--- config.mk ---
export PLATFORM = sky130hd
export DESIGN_NAME = writeback_store_flat
export DESIGN_NICKNAME = d
export VERILOG_FILES = /design/src/rtl/writeback_store_if.sv /design/src/rtl/writeback_store.sv /design/src/flat_wrapper.sv
export SDC_FILE = /design/constraint.sdc
export NUM_CORES = 1
export LEC_CHECK = 0
export CORE_AREA = 10 10 261 263
export DETAILED_ROUTE_END_ITERATION = 7
export DIE_AREA = 0 0 271 273
export GPL_ROUTABILITY_DRIVEN = 1
export SKIP_LAST_GASP = 1
export SLEW_MARGIN = 20
export SYNTH_ARGS = -nofsm -noshare
export SYNTH_HDL_FRONTEND = slang
export SYNTH_SLANG_ARGS = --single-unit
export TNS_END_PERCENT = 5
--- constraint.sdc ---
create_clock -name clk -period 5.62 [get_ports clk]
set_clock_uncertainty 0.05 [all_clocks]
set_input_delay 1.405 -clock clk [delete_from_list [all_inputs] [get_ports clk]]
set_output_delay 1.405 -clock clk [all_outputs]
set_load 0.05 [all_outputs]
--- src/rtl/writeback_store_if.sv ---
// dCache core-bus channel between the writeback stage (master) and the data cache (slave).
interface writeback_store_if;
    logic        reqcycOut;
    logic        reqackIn;
    logic [63:0] reqOut;
    logic [12:0] reqtagOut;
    logic        respcycIn;
    logic [63:0] respIn;
    logic        respackOut;

    modport master (
        output reqcycOut, reqOut, reqtagOut, respackOut,
        input  reqackIn, respcycIn, respIn
    );

    modport slave (
        input  reqcycOut, reqOut, reqtagOut, respackOut,
        output reqackIn, respcycIn, respIn
    );
endinterface

--- src/rtl/writeback_store.sv ---
// Writeback stage: retires one instruction per cycle, commits register results and issues stores on the dCache bus.
// Macro WB_STORE_BUFFER_EN turns the store engine into a one-entry posted buffer so non-stores keep retiring.
module writeback_store #(
    parameter logic [12:0] STORE_TAG = 13'h1C00
) (
    input  logic              clk,
    input  logic              reset,
    input  logic              opcodeValidIn,
    input  logic              isMemorySuccessfulIn,
    input  logic [63:0]       currentRipIn,
    input  logic [3:0]        destRegIn,
    input  logic              destRegValidIn,
    input  logic [63:0]       destRegValueIn,
    input  logic [3:0]        destRegSpecialIn,
    input  logic              destRegSpecialValidIn,
    input  logic              didMemoryReadIn,
    input  logic [63:0]       memoryDataIn,
    input  logic              isMemoryAccessDestIn,
    input  logic [63:0]       memoryAddressDestIn,
    output logic              regWriteEnOut,
    output logic [3:0]        regWriteAddrOut,
    output logic [63:0]       regWriteDataOut,
    output logic              specialWriteEnOut,
    output logic [3:0]        specialWriteAddrOut,
    output logic [63:0]       lastRipOut,
    output logic              wbStallOut,
    output logic              storePendingOut,
    output logic [63:0]       storePendingAddrOut,
    output logic [63:0]       retiredCountOut,
    writeback_store_if.master dbus
);

    typedef enum logic [1:0] {ST_IDLE, ST_ADDR, ST_DATA, ST_RESP} state_t;

    state_t      r_state;
    state_t      w_state_nxt;
    logic        w_acc;
    logic        w_store_acc;
    logic [63:0] w_req_nxt;
    logic [12:0] w_reqtag_nxt;
    logic [63:0] r_st_addr;
    logic [63:0] r_st_data;
    logic        w_unused_resp;

    // Response payload carries nothing the stage needs.
    assign w_unused_resp = ^dbus.respIn;

`ifdef WB_STORE_BUFFER_EN
    assign wbStallOut = (r_state != ST_IDLE) & opcodeValidIn & isMemorySuccessfulIn & isMemoryAccessDestIn;
`else
    assign wbStallOut = (r_state != ST_IDLE);
`endif

    assign w_acc               = opcodeValidIn & isMemorySuccessfulIn & ~wbStallOut;
    assign w_store_acc         = w_acc & isMemoryAccessDestIn;
    assign storePendingOut     = (r_state != ST_IDLE);
    assign storePendingAddrOut = r_st_addr;

    // Store engine state register.
    always_ff @(posedge clk or negedge reset) begin
        if (!reset) begin
            r_state <= ST_IDLE;
        end else begin
            r_state <= w_state_nxt;
        end
    end

    // Store engine next-state and next bus request.
    always_comb begin
        w_state_nxt  = r_state;
        w_req_nxt    = 64'd0;
        w_reqtag_nxt = 13'd0;
        case (r_state)
            ST_IDLE: begin
                if (w_store_acc) w_state_nxt = ST_ADDR;
                else             w_state_nxt = ST_IDLE;
            end
            ST_ADDR: begin
                if (dbus.reqackIn) w_state_nxt = ST_DATA;
                else               w_state_nxt = ST_ADDR;
            end
            ST_DATA: begin
                if (dbus.reqackIn) w_state_nxt = ST_RESP;
                else               w_state_nxt = ST_DATA;
            end
            ST_RESP: begin
                if (dbus.respcycIn) w_state_nxt = ST_IDLE;
                else                w_state_nxt = ST_RESP;
            end
            default: w_state_nxt = ST_IDLE;
        endcase
        case (w_state_nxt)
            ST_ADDR: begin
                // ADDR is only entered from IDLE, where the address is not yet latched.
                w_req_nxt    = (r_state == ST_IDLE) ? memoryAddressDestIn : r_st_addr;
                w_reqtag_nxt = STORE_TAG;
            end
            ST_DATA: begin
                w_req_nxt    = r_st_data;
                w_reqtag_nxt = STORE_TAG;
            end
            default: begin
                w_req_nxt    = 64'd0;
                w_reqtag_nxt = 13'd0;
            end
        endcase
    end

    // Registered bus outputs; a reset mid-store drops the cycle immediately.
    always_ff @(posedge clk or negedge reset) begin
        if (!reset) begin
            dbus.reqcycOut  <= 1'b0;
            dbus.reqOut     <= 64'd0;
            dbus.reqtagOut  <= 13'd0;
            dbus.respackOut <= 1'b0;
        end else begin
            dbus.reqcycOut  <= (w_state_nxt == ST_ADDR) || (w_state_nxt == ST_DATA);
            dbus.reqOut     <= w_req_nxt;
            dbus.reqtagOut  <= w_reqtag_nxt;
            dbus.respackOut <= (r_state == ST_RESP) && dbus.respcycIn;
        end
    end

    // Store address/data latch.
    always_ff @(posedge clk or negedge reset) begin
        if (!reset) begin
            r_st_addr <= 64'd0;
            r_st_data <= 64'd0;
        end else if (w_store_acc) begin
            r_st_addr <= memoryAddressDestIn;
            r_st_data <= destRegValueIn;
        end else begin
            r_st_addr <= r_st_addr;
            r_st_data <= r_st_data;
        end
    end

    // Register commit, retire counter and last RIP.
    always_ff @(posedge clk or negedge reset) begin
        if (!reset) begin
            regWriteEnOut       <= 1'b0;
            regWriteAddrOut     <= 4'd0;
            regWriteDataOut     <= 64'd0;
            specialWriteEnOut   <= 1'b0;
            specialWriteAddrOut <= 4'd0;
            lastRipOut          <= 64'd0;
            retiredCountOut     <= 64'd0;
        end else if (w_acc) begin
            retiredCountOut <= retiredCountOut + 64'd1;
            lastRipOut      <= currentRipIn;
            if (isMemoryAccessDestIn) begin
                regWriteEnOut     <= 1'b0;
                specialWriteEnOut <= 1'b0;
            end else begin
                regWriteEnOut       <= destRegValidIn;
                specialWriteEnOut   <= destRegSpecialValidIn;
                regWriteAddrOut     <= destRegIn;
                specialWriteAddrOut <= destRegSpecialIn;
                regWriteDataOut     <= didMemoryReadIn ? memoryDataIn : destRegValueIn;
            end
        end else begin
            regWriteEnOut     <= 1'b0;
            specialWriteEnOut <= 1'b0;
        end
    end

endmodule

--- src/flat_wrapper.sv ---
// flat-port wrapper written by rule: the top's interface ports become plain ports
module writeback_store_flat 
#(
    parameter logic [12:0] STORE_TAG = 13'h1C00
)
  (clk, reset, opcodeValidIn, isMemorySuccessfulIn, currentRipIn, destRegIn, destRegValidIn, destRegValueIn, destRegSpecialIn, destRegSpecialValidIn, didMemoryReadIn, memoryDataIn, isMemoryAccessDestIn, memoryAddressDestIn, regWriteEnOut, regWriteAddrOut, regWriteDataOut, specialWriteEnOut, specialWriteAddrOut, lastRipOut, wbStallOut, storePendingOut, storePendingAddrOut, retiredCountOut, dbus_reqcycOut, dbus_reqOut, dbus_reqtagOut, dbus_respackOut, dbus_reqackIn, dbus_respcycIn, dbus_respIn);
  writeback_store_if dbus_i ();
  input  logic clk;
  input  logic reset;
  input  logic opcodeValidIn;
  input  logic isMemorySuccessfulIn;
  input  logic [63:0] currentRipIn;
  input  logic [3:0] destRegIn;
  input  logic destRegValidIn;
  input  logic [63:0] destRegValueIn;
  input  logic [3:0] destRegSpecialIn;
  input  logic destRegSpecialValidIn;
  input  logic didMemoryReadIn;
  input  logic [63:0] memoryDataIn;
  input  logic isMemoryAccessDestIn;
  input  logic [63:0] memoryAddressDestIn;
  output logic regWriteEnOut;
  output logic [3:0] regWriteAddrOut;
  output logic [63:0] regWriteDataOut;
  output logic specialWriteEnOut;
  output logic [3:0] specialWriteAddrOut;
  output logic [63:0] lastRipOut;
  output logic wbStallOut;
  output logic storePendingOut;
  output logic [63:0] storePendingAddrOut;
  output logic [63:0] retiredCountOut;
  output wire logic [$bits(dbus_i.reqcycOut)-1:0] dbus_reqcycOut;
  output wire logic [$bits(dbus_i.reqOut)-1:0] dbus_reqOut;
  output wire logic [$bits(dbus_i.reqtagOut)-1:0] dbus_reqtagOut;
  output wire logic [$bits(dbus_i.respackOut)-1:0] dbus_respackOut;
  input wire logic [$bits(dbus_i.reqackIn)-1:0] dbus_reqackIn;
  input wire logic [$bits(dbus_i.respcycIn)-1:0] dbus_respcycIn;
  input wire logic [$bits(dbus_i.respIn)-1:0] dbus_respIn;
  assign dbus_reqcycOut = dbus_i.reqcycOut;
  assign dbus_reqOut = dbus_i.reqOut;
  assign dbus_reqtagOut = dbus_i.reqtagOut;
  assign dbus_respackOut = dbus_i.respackOut;
  assign dbus_i.reqackIn = dbus_reqackIn;
  assign dbus_i.respcycIn = dbus_respcycIn;
  assign dbus_i.respIn = dbus_respIn;
  writeback_store #(.STORE_TAG(STORE_TAG)) u_core (.clk(clk), .reset(reset), .opcodeValidIn(opcodeValidIn), .isMemorySuccessfulIn(isMemorySuccessfulIn), .currentRipIn(currentRipIn), .destRegIn(destRegIn), .destRegValidIn(destRegValidIn), .destRegValueIn(destRegValueIn), .destRegSpecialIn(destRegSpecialIn), .destRegSpecialValidIn(destRegSpecialValidIn), .didMemoryReadIn(didMemoryReadIn), .memoryDataIn(memoryDataIn), .isMemoryAccessDestIn(isMemoryAccessDestIn), .memoryAddressDestIn(memoryAddressDestIn), .regWriteEnOut(regWriteEnOut), .regWriteAddrOut(regWriteAddrOut), .regWriteDataOut(regWriteDataOut), .specialWriteEnOut(specialWriteEnOut), .specialWriteAddrOut(specialWriteAddrOut), .lastRipOut(lastRipOut), .wbStallOut(wbStallOut), .storePendingOut(storePendingOut), .storePendingAddrOut(storePendingAddrOut), .retiredCountOut(retiredCountOut), .dbus(dbus_i));
endmodule
==> results by group, run 1 <==
Run status
  – Status: finished clean

Logic synthesis
  – Most frequent cells after synthesis: dfrtp_1 (398), nand2_1 (278), mux2_2 (199)
  – Main synth FF type: dfrtp_1
  – Top cells by area, synth: dfrtp_1 (59%), mux2_2 (13%), nand2_1 (6.2%)
  – Synth Register Bits: approximately 400
  – Post-synth EDFFs: 0
  – Synthesized instance count: 1,425
  – Post-Syn Area per Cell: 11.8 sq um
  – Post-synthesis cell type count: between 40 and 50
  – Share of synthesized registers carrying an async set or reset: 1.00
  – Yosys warns: 0
  – Sequential-to-total area share from yosys stat: 0.592
  – Syn Std Cell Area: ~17,000 sq um
  – Cell with the most instances after synthesis: dfrtp_1
  – Leading area contributor after synthesis: dfrtp_1
  – Area fraction of the dominant cell type after synthesis: 0.592

Clock network
  – CTS tree: done
  – Cts bufs inserted: 47
  – Clk_lat worst skew: 0.56 ns
  – H-tree levels: 2
  – CTS-repair resized insts: 0
  – Root buf cell: clkbuf_16
  – CTS Sinks: 398
  – CTS Hold Bufs: 0
  – Maximum buffer depth of the clock tree: 3
  – Post-CTS Setup Inserts: 0
  – Worst-path clk slew: about 0.06 ns

Route
  – DRT antenna net count: 0
  – Vias per cell: 4.56
  – WL/cell: roughly 22 microns
  – Drt first pass iters: 4
  – Initial DRC count: 764
  – Detailed Route WL: roughly 63 mm
  – DR vias: 13.2k
  – DRC: 0

Hold path
  – Worst hold path class: reg2reg
  – Worst hold path cell count: 2

Setup path
  – CP required: ~4.2 ns
  – Setup crit start kind: flip-flop
  – Worst path slowest cell: clkdlybuf4s50_1
  – Max FO, Critical Path: 28
  – Slowest stage delay, CP: about 0.95 ns
  – Bufs and invs on worst path: 1
  – Crit. path cell count: 2
  – CP cell instances: or2_4 > clkdlybuf4s50_1
  – WP data arrival: 2.60 ns
  – Critical path class: reg2out
  – Crit end category: output pin
  – CP top delay family: buffers and inverters
  – Worst-case reg-to-reg path depth: 6

STA
  – Maximum achievable frequency: 0.247 GHz
  – Slew headroom: 0.260
  – Post-Route Setup TNS: 0 ns
  – Hold Violations, Final: 0
  – Final setup viols: 0
  – Worst slew pin tran: 1.11 ns
  – Setup slack after layout: 1.57 ns
  – RSZ-0062 raised after global routing: false
  – Max Transition Viols Final: 0
  – Minimum clock period: 4.05 ns
  – Fin crit share: 0.721

Place
  – Post-DP HPWL: approximately 46 mm
  – Global placer's final weighted congestion: 0.881
  – Pre-CTS setup slack: 1.25 ns
  – Port buffer count: 610

Floorplanning
  – Die Ht: about 270 microns
  – Top Ports: 685
  – Starting Density: 0.268
  – DIE WIDTH: 271 microns
  – Row cnt: 92
  – DIE AREA: 74,000 sq um
  – Core area: 62,700 sq um

Final layout
  – N_diodes: 0
  – Layout Utilization: 0.405
  – Fill cells: 6,009
  – Footprint of the multi-input gates: 6490 sq um
  – Register area: 9960 sq um
  – Area Overhead vs Synth: 51.0%
  – NumNets Final: 2,353
  – Share of cells above drive strength 1: 0.151

Pwr
  – Leak: 11.2 nW
  – Pwr/cell area: 602 nW/um^2
  – Maximum VDD drop: between 0.6 and 0.7 mV

Global routing
  – Vias in the first global route: 14.1k
  – Initial antenna violation count: 7
  – Total GRT Usage: 0.165
  – First-pass GRT wire length: 93.8 mm
  – GR Overflow Total: 0
  – Largest net degree at the start of global routing: 129

Job
  – Max_cap viols: 0
-- power by group --
| part | switching (mW) | internal, mW |
|---|---|---|
| logic | 4.97 | 2.67 |
| clock network | 1.22 | 1.88 |
| registers | 0.635 | 3.91 |
-- per-layer routing --
layer / up-vias / wire, microns / GRT usage / share of wire
met1: 6588 / 24400 / 0.185 / 0.39
li1: 6038 / - / - / -
met4: 12 / 1420 / 0.0428 / 0.022
met3: 83 / 5850 / 0.0674 / 0.093
met5: - / 84 / 0 / 0.0013
met2: 476 / 31300 / 0.285 / 0.50
-- worst min-delay path: stages, from the launching register on --
cell and delay (ns):
dfrtp_1 0.34, nand2_1 0.05, nand2_1 0.05
-- sequential cells by signal (all words and copies together) (netlist names), 2 cells and up --
signal	count
u_core.dbus.reqOut	64
u_core.lastRipOut	64
u_core.r_st_data	64
u_core.regWriteDataOut	64
u_core.retiredCountOut	64
u_core.storePendingAddrOut	64
u_core.regWriteAddrOut	4
u_core.specialWriteAddrOut	4
u_core.r_state	2
-- placed cells by master (no fill, tap or decap), types with 2 or more instances in the layout --
master,synthesis,layout
clkbuf_8,0,12
clkbuf_16,0,49
nor3_1,3,3
clkdlybuf4s50_1,0,608
ha_4,0,2
mux2_2,199,199
buf_12,0,5
nor4_1,5,5
nor4_4,3,3
nand4_1,23,23
clkbuf_1,55,8
xnor2_1,51,51
o21ai_0,64,64
nor2b_1,2,2
nand3_1,31,31
inv_1,7,7
or3_1,2,2
and3_1,10,10
and2_1,3,3
a22oi_1,63,63
dfrtp_1,398,398
nand4b_1,2,2
clkinv_2,0,10
nand2_1,278,277
bufinv_16,0,3
conb_1,1,10
nor2_1,78,78
and4_1,6,6
mux2i_1,66,66
o21a_1,2,2
xor2_1,12,12
buf_4,14,13
-- cells by family after synthesis --
group | count (synthesis) | share of synthesized area
xor gates and xnor gates | 63 | 0.0328
DFF | 398 | 0.592
and+or+nand+nor | 460 | 0.123
AOI/OAI and AO/OA | 130 | 0.0483
adders and majority gates | 3 | 0.00223
buffers and inverters | 105 | 0.0287
muxes | 265 | 0.172
other | 1 | 0.000223
-- worst paths after layout --
kind                                             from                         end  slack (ns)
worst max register to register      u_core.r_state[0]  u_core.retiredCountOut[57]        2.72
max in group asynchronous                       reset  u_core.retiredCountOut[16]        3.44
min in group asynchronous                       reset       u_core.lastRipOut[16]        0.91
worst max-delay path                u_core.r_state[0]                  wbStallOut        1.57
worst min-delay path            u_core.lastRipOut[33]       u_core.lastRipOut[33]        0.42
worst min register to register  u_core.lastRipOut[33]       u_core.lastRipOut[33]        0.42
-- final cells by class --
cell class	instances	area share
clock inverter	15	0.00616
sequential	398	0.392
multi-input combinational	931	0.255
tap	846	0.0417
inverter	7	0.00103
timing repair buffer	627	0.248
clock buffer	69	0.0559
-- per-stage QoR --
| stage | std cells | total power, mW | hold WS [ns] | area, sq um |
|---|---|---|---|---|
| floorplan | 1434 | 9.32 | 0.429 | 16900 |
| global placement | 2809 | 12.2 | 0.410 | 23800 |
| detailed placement | 2809 | 12.3 | 0.411 | 23800 |
| CTS | 2893 | 15.5 | 0.425 | 25400 |
| global route | 2893 | 16.1 | 0.437 | 25400 |
| finish | 2893 | 15.3 | 0.420 | 25400 |
(Power assumes the default switching activity.)
==> inputs of run 2 (changes only) <==
- CORE_AREA: 10 10 261 263 -> 10 10 259 261
- DIE_AREA: 0 0 271 273 -> 0 0 269 271
- clock period: 5.62 -> 3.9 ns (I/O delays scaled with it)
==> results by group, run 2 (synthesis gave the netlist of run 1 again) <==
Run status
  – Status: finished clean

STA
  – Minimum clock period: 3.22 ns
  – Worst slew pin tran: 1.07 ns (-0.0388 ns)
  – Fin crit share: 0.826
  – Post-Route Setup TNS: 0 ns (unchanged)
  – Final setup viols: 0 (unchanged)
  – Worst hold slack: 0.407 ns (-0.0137 ns)
  – Hold Violations, Final: 0 (unchanged)
  – Max Transition Viols Final: 0 (unchanged)
  – Maximum achievable frequency: between 0.3 and 0.4 GHz
  – Slew headroom: 0.286 (+0.0259)
  – RSZ-0062 raised after global routing: false

Setup path
  – Crit end category: output pin
  – WP data arrival: 2.19 ns (-0.41 ns)
  – Worst-case reg-to-reg path depth: 9 (+3)
  – Reg2reg setup slack: 1.32 ns (-1.40 ns)
  – CP cell instances: or2_4 > clkdlybuf4s50_1
  – Max FO, Critical Path: 7 (-75%)
  – CP required: 2.87 ns (-1.29 ns)
  – Worst path slowest cell: clkdlybuf4s50_1
  – Setup crit start kind: flip-flop
  – Slowest stage delay, CP: 0.90 ns (-0.05 ns)
  – Critical path class: reg2out
  – Critical R2R Capture: u_core.dbus.reqOut[32]
  – Reg-to-Reg Start: u_core.r_state[1]

Pwr
  – Leak: 11.3 nW (+0.70%)
  – Sw Pwr: 9.89 mW (+45%)
  – Combinational power share: 0.505 (+0.005)
  – Sw frac: 0.449 (+0.00289)
  – Pwr/cell area: 863 nW/um^2 (+43%)
  – Flop pwr share: 0.297 (about the same)
  – P_int: 12.1 mW (+43%)
  – Clock group share of total power: 0.198 (-0.005)
  – Maximum VDD drop: 0.580 mV (-5.0%)

Route
  – Detailed Route WL: 63.4 mm (+0.43%)
  – WL/cell: 21.8 microns (about the same)
  – DRT antenna net count: 0 (unchanged)
  – DR vias: 13.2k (-0.076%)
  – Vias per cell: 4.54 (-0.45%)
  – Initial DRC count: 639 (-16%)
  – DRC: 0 (unchanged)
  – Drt first pass iters: 4 (unchanged)

Clock network
  – Clk_lat worst skew: 0.58 ns (+0.02 ns)
  – Worst-path clk slew: 0.05 ns (about the same)
  – H-tree levels: 2 (unchanged)
  – CTS Hold Bufs: 0 (unchanged)
  – CTS Sinks: 398 (unchanged)
  – Post-CTS Setup Inserts: 0 (unchanged)
  – Root buf cell: clkbuf_16
  – CTS-repair resized insts: 0 (unchanged)
  – Maximum buffer depth of the clock tree: 3 (unchanged)
  – Cts bufs inserted: 48 (+2.1%)
  – CTS tree: done

Final layout
  – Commonest non-fill, non-tap cells in the layout: clkdlybuf4s50_1 (608), dfrtp_1 (398), nand2_1 (277), mux2_2 (199), nor2_1 (78)
  – NumNets Final: 2,370 (+0.72%)
  – Area Overhead vs Synth: 51.7%
  – Final cell count without fillers: 2,904 (+0.38%)
  – Share of cells above drive strength 1: 0.158 (+0.00635)
  – Most common cell after layout, fill and taps aside: clkdlybuf4s50_1
  – Layout Utilization: 0.414 (+0.00939)

Place
  – Dpl cells: 2,816 (+0.25%)
  – Port buffer count: 610 (unchanged)
  – Global placer's final weighted congestion: 0.874 (-0.79%)
  – Post-DP HPWL: 47.1 mm (+2.2%)

Hold path
  – Worst hold path class: in2async

Floorplanning
  – Starting Density: 0.273 (+0.00495)
  – Core area: 61,600 sq um (-1.8%)
  – Die Ht: 271 microns (-0.73%)
  – DIE AREA: 72,900 sq um (-1.5%)
  – Row cnt: 91 (-1.1%)
  – Top Ports: 685 (unchanged)
  – DIE WIDTH: 269 microns (-0.74%)

Global routing
  – GR Overflow Total: 0 (unchanged)
  – First-pass GRT wire length: 92.5 mm (-1.4%)
  – Initial antenna violation count: 11 (+4)
  – Total GRT Usage: 0.168 (+0.00321)
  – Vias in the first global route: 14.0k (-0.62%)
  – Largest net degree at the start of global routing: 129 (unchanged)

Job
  – Max_cap viols: 0 (unchanged)
[run 2: cell count changes in the layout (fill, tap and decap cells not counted), sizes merged]
cell      previous run  this run
clkbuf              69        70
diode                0         1
clkinvlp             1         0
clkinv              11        14
inv                  7         9
buf                 19        35
bufinv               3         1
[run 2: worst max-delay path by stage]
stage	startpoint	endpoint	slack, ns	cells after the start
final	u_core.r_state[1]	storePendingOut	0.68	2
after CTS	u_core.r_state[1]	storePendingOut	0.58	2
after detailed placement	isMemorySuccessfulIn	u_core.dbus.reqOut[30]	0.15	9
after global placement	isMemorySuccessfulIn	u_core.dbus.reqOut[28]	0.16	10
after global routing	u_core.r_state[1]	storePendingOut	0.51	2
after floorplan	isMemorySuccessfulIn	u_core.dbus.reqOut[10]	0.68	10
[run 2: critical path, delay by kind of cell, from the launching register on]
kind	cells	cell delay, ns
and+or+nand+nor	1	0.25
DFF	1	0.48
buffers and inverters	1	0.90
[run 2: area by class of cell]
type / count / area [sq um]
diodes: 1 / 2.50
clock buffers: 70 / 1410
well taps: 837 / 1050
clock inverters: 17 / 129
repair buffers: 643 / 6470
inverters: 7 / 26.3
flip-flops and latches: 398 / 9960
multi-input cells: 931 / 6490
fillers: 5877 / 36100
[run 2: power by group through the flow]
stage,logic (mW),registers (mW),clock network [mW]
floorplan,3.04,10.4,0
global placement,11.2,6.54,0
detailed placement,11.3,6.61,0
CTS,11.3,6.56,4.51
global route,11.8,6.75,4.66
finish,11.1,6.55,4.35
[run 2: routing by layer]
| layer | global-route usage | share of wire | up-vias |
|---|---|---|---|
| li1 | - | - | 6080 |
| met1 | 0.186 | 0.38 | 6471 |
| met2 | 0.283 | 0.48 | 497 |
| met3 | 0.0755 | 0.11 | 117 |
| met4 | 0.0522 | 0.028 | 22 |
| met5 | 0 | 0.0023 | - |
[run 2: through the flow]
step | power (mW) | cell area, sq um | worst slack (ns)
after floorplan | 13.4 | 16900 | 0.680
after global placement | 17.7 | 24000 | 0.155
after detailed placement | 17.9 | 24000 | 0.155
after CTS | 22.4 | 25500 | 0.578
after global routing | 23.2 | 25500 | 0.513
final | 22.0 | 25500 | 0.680
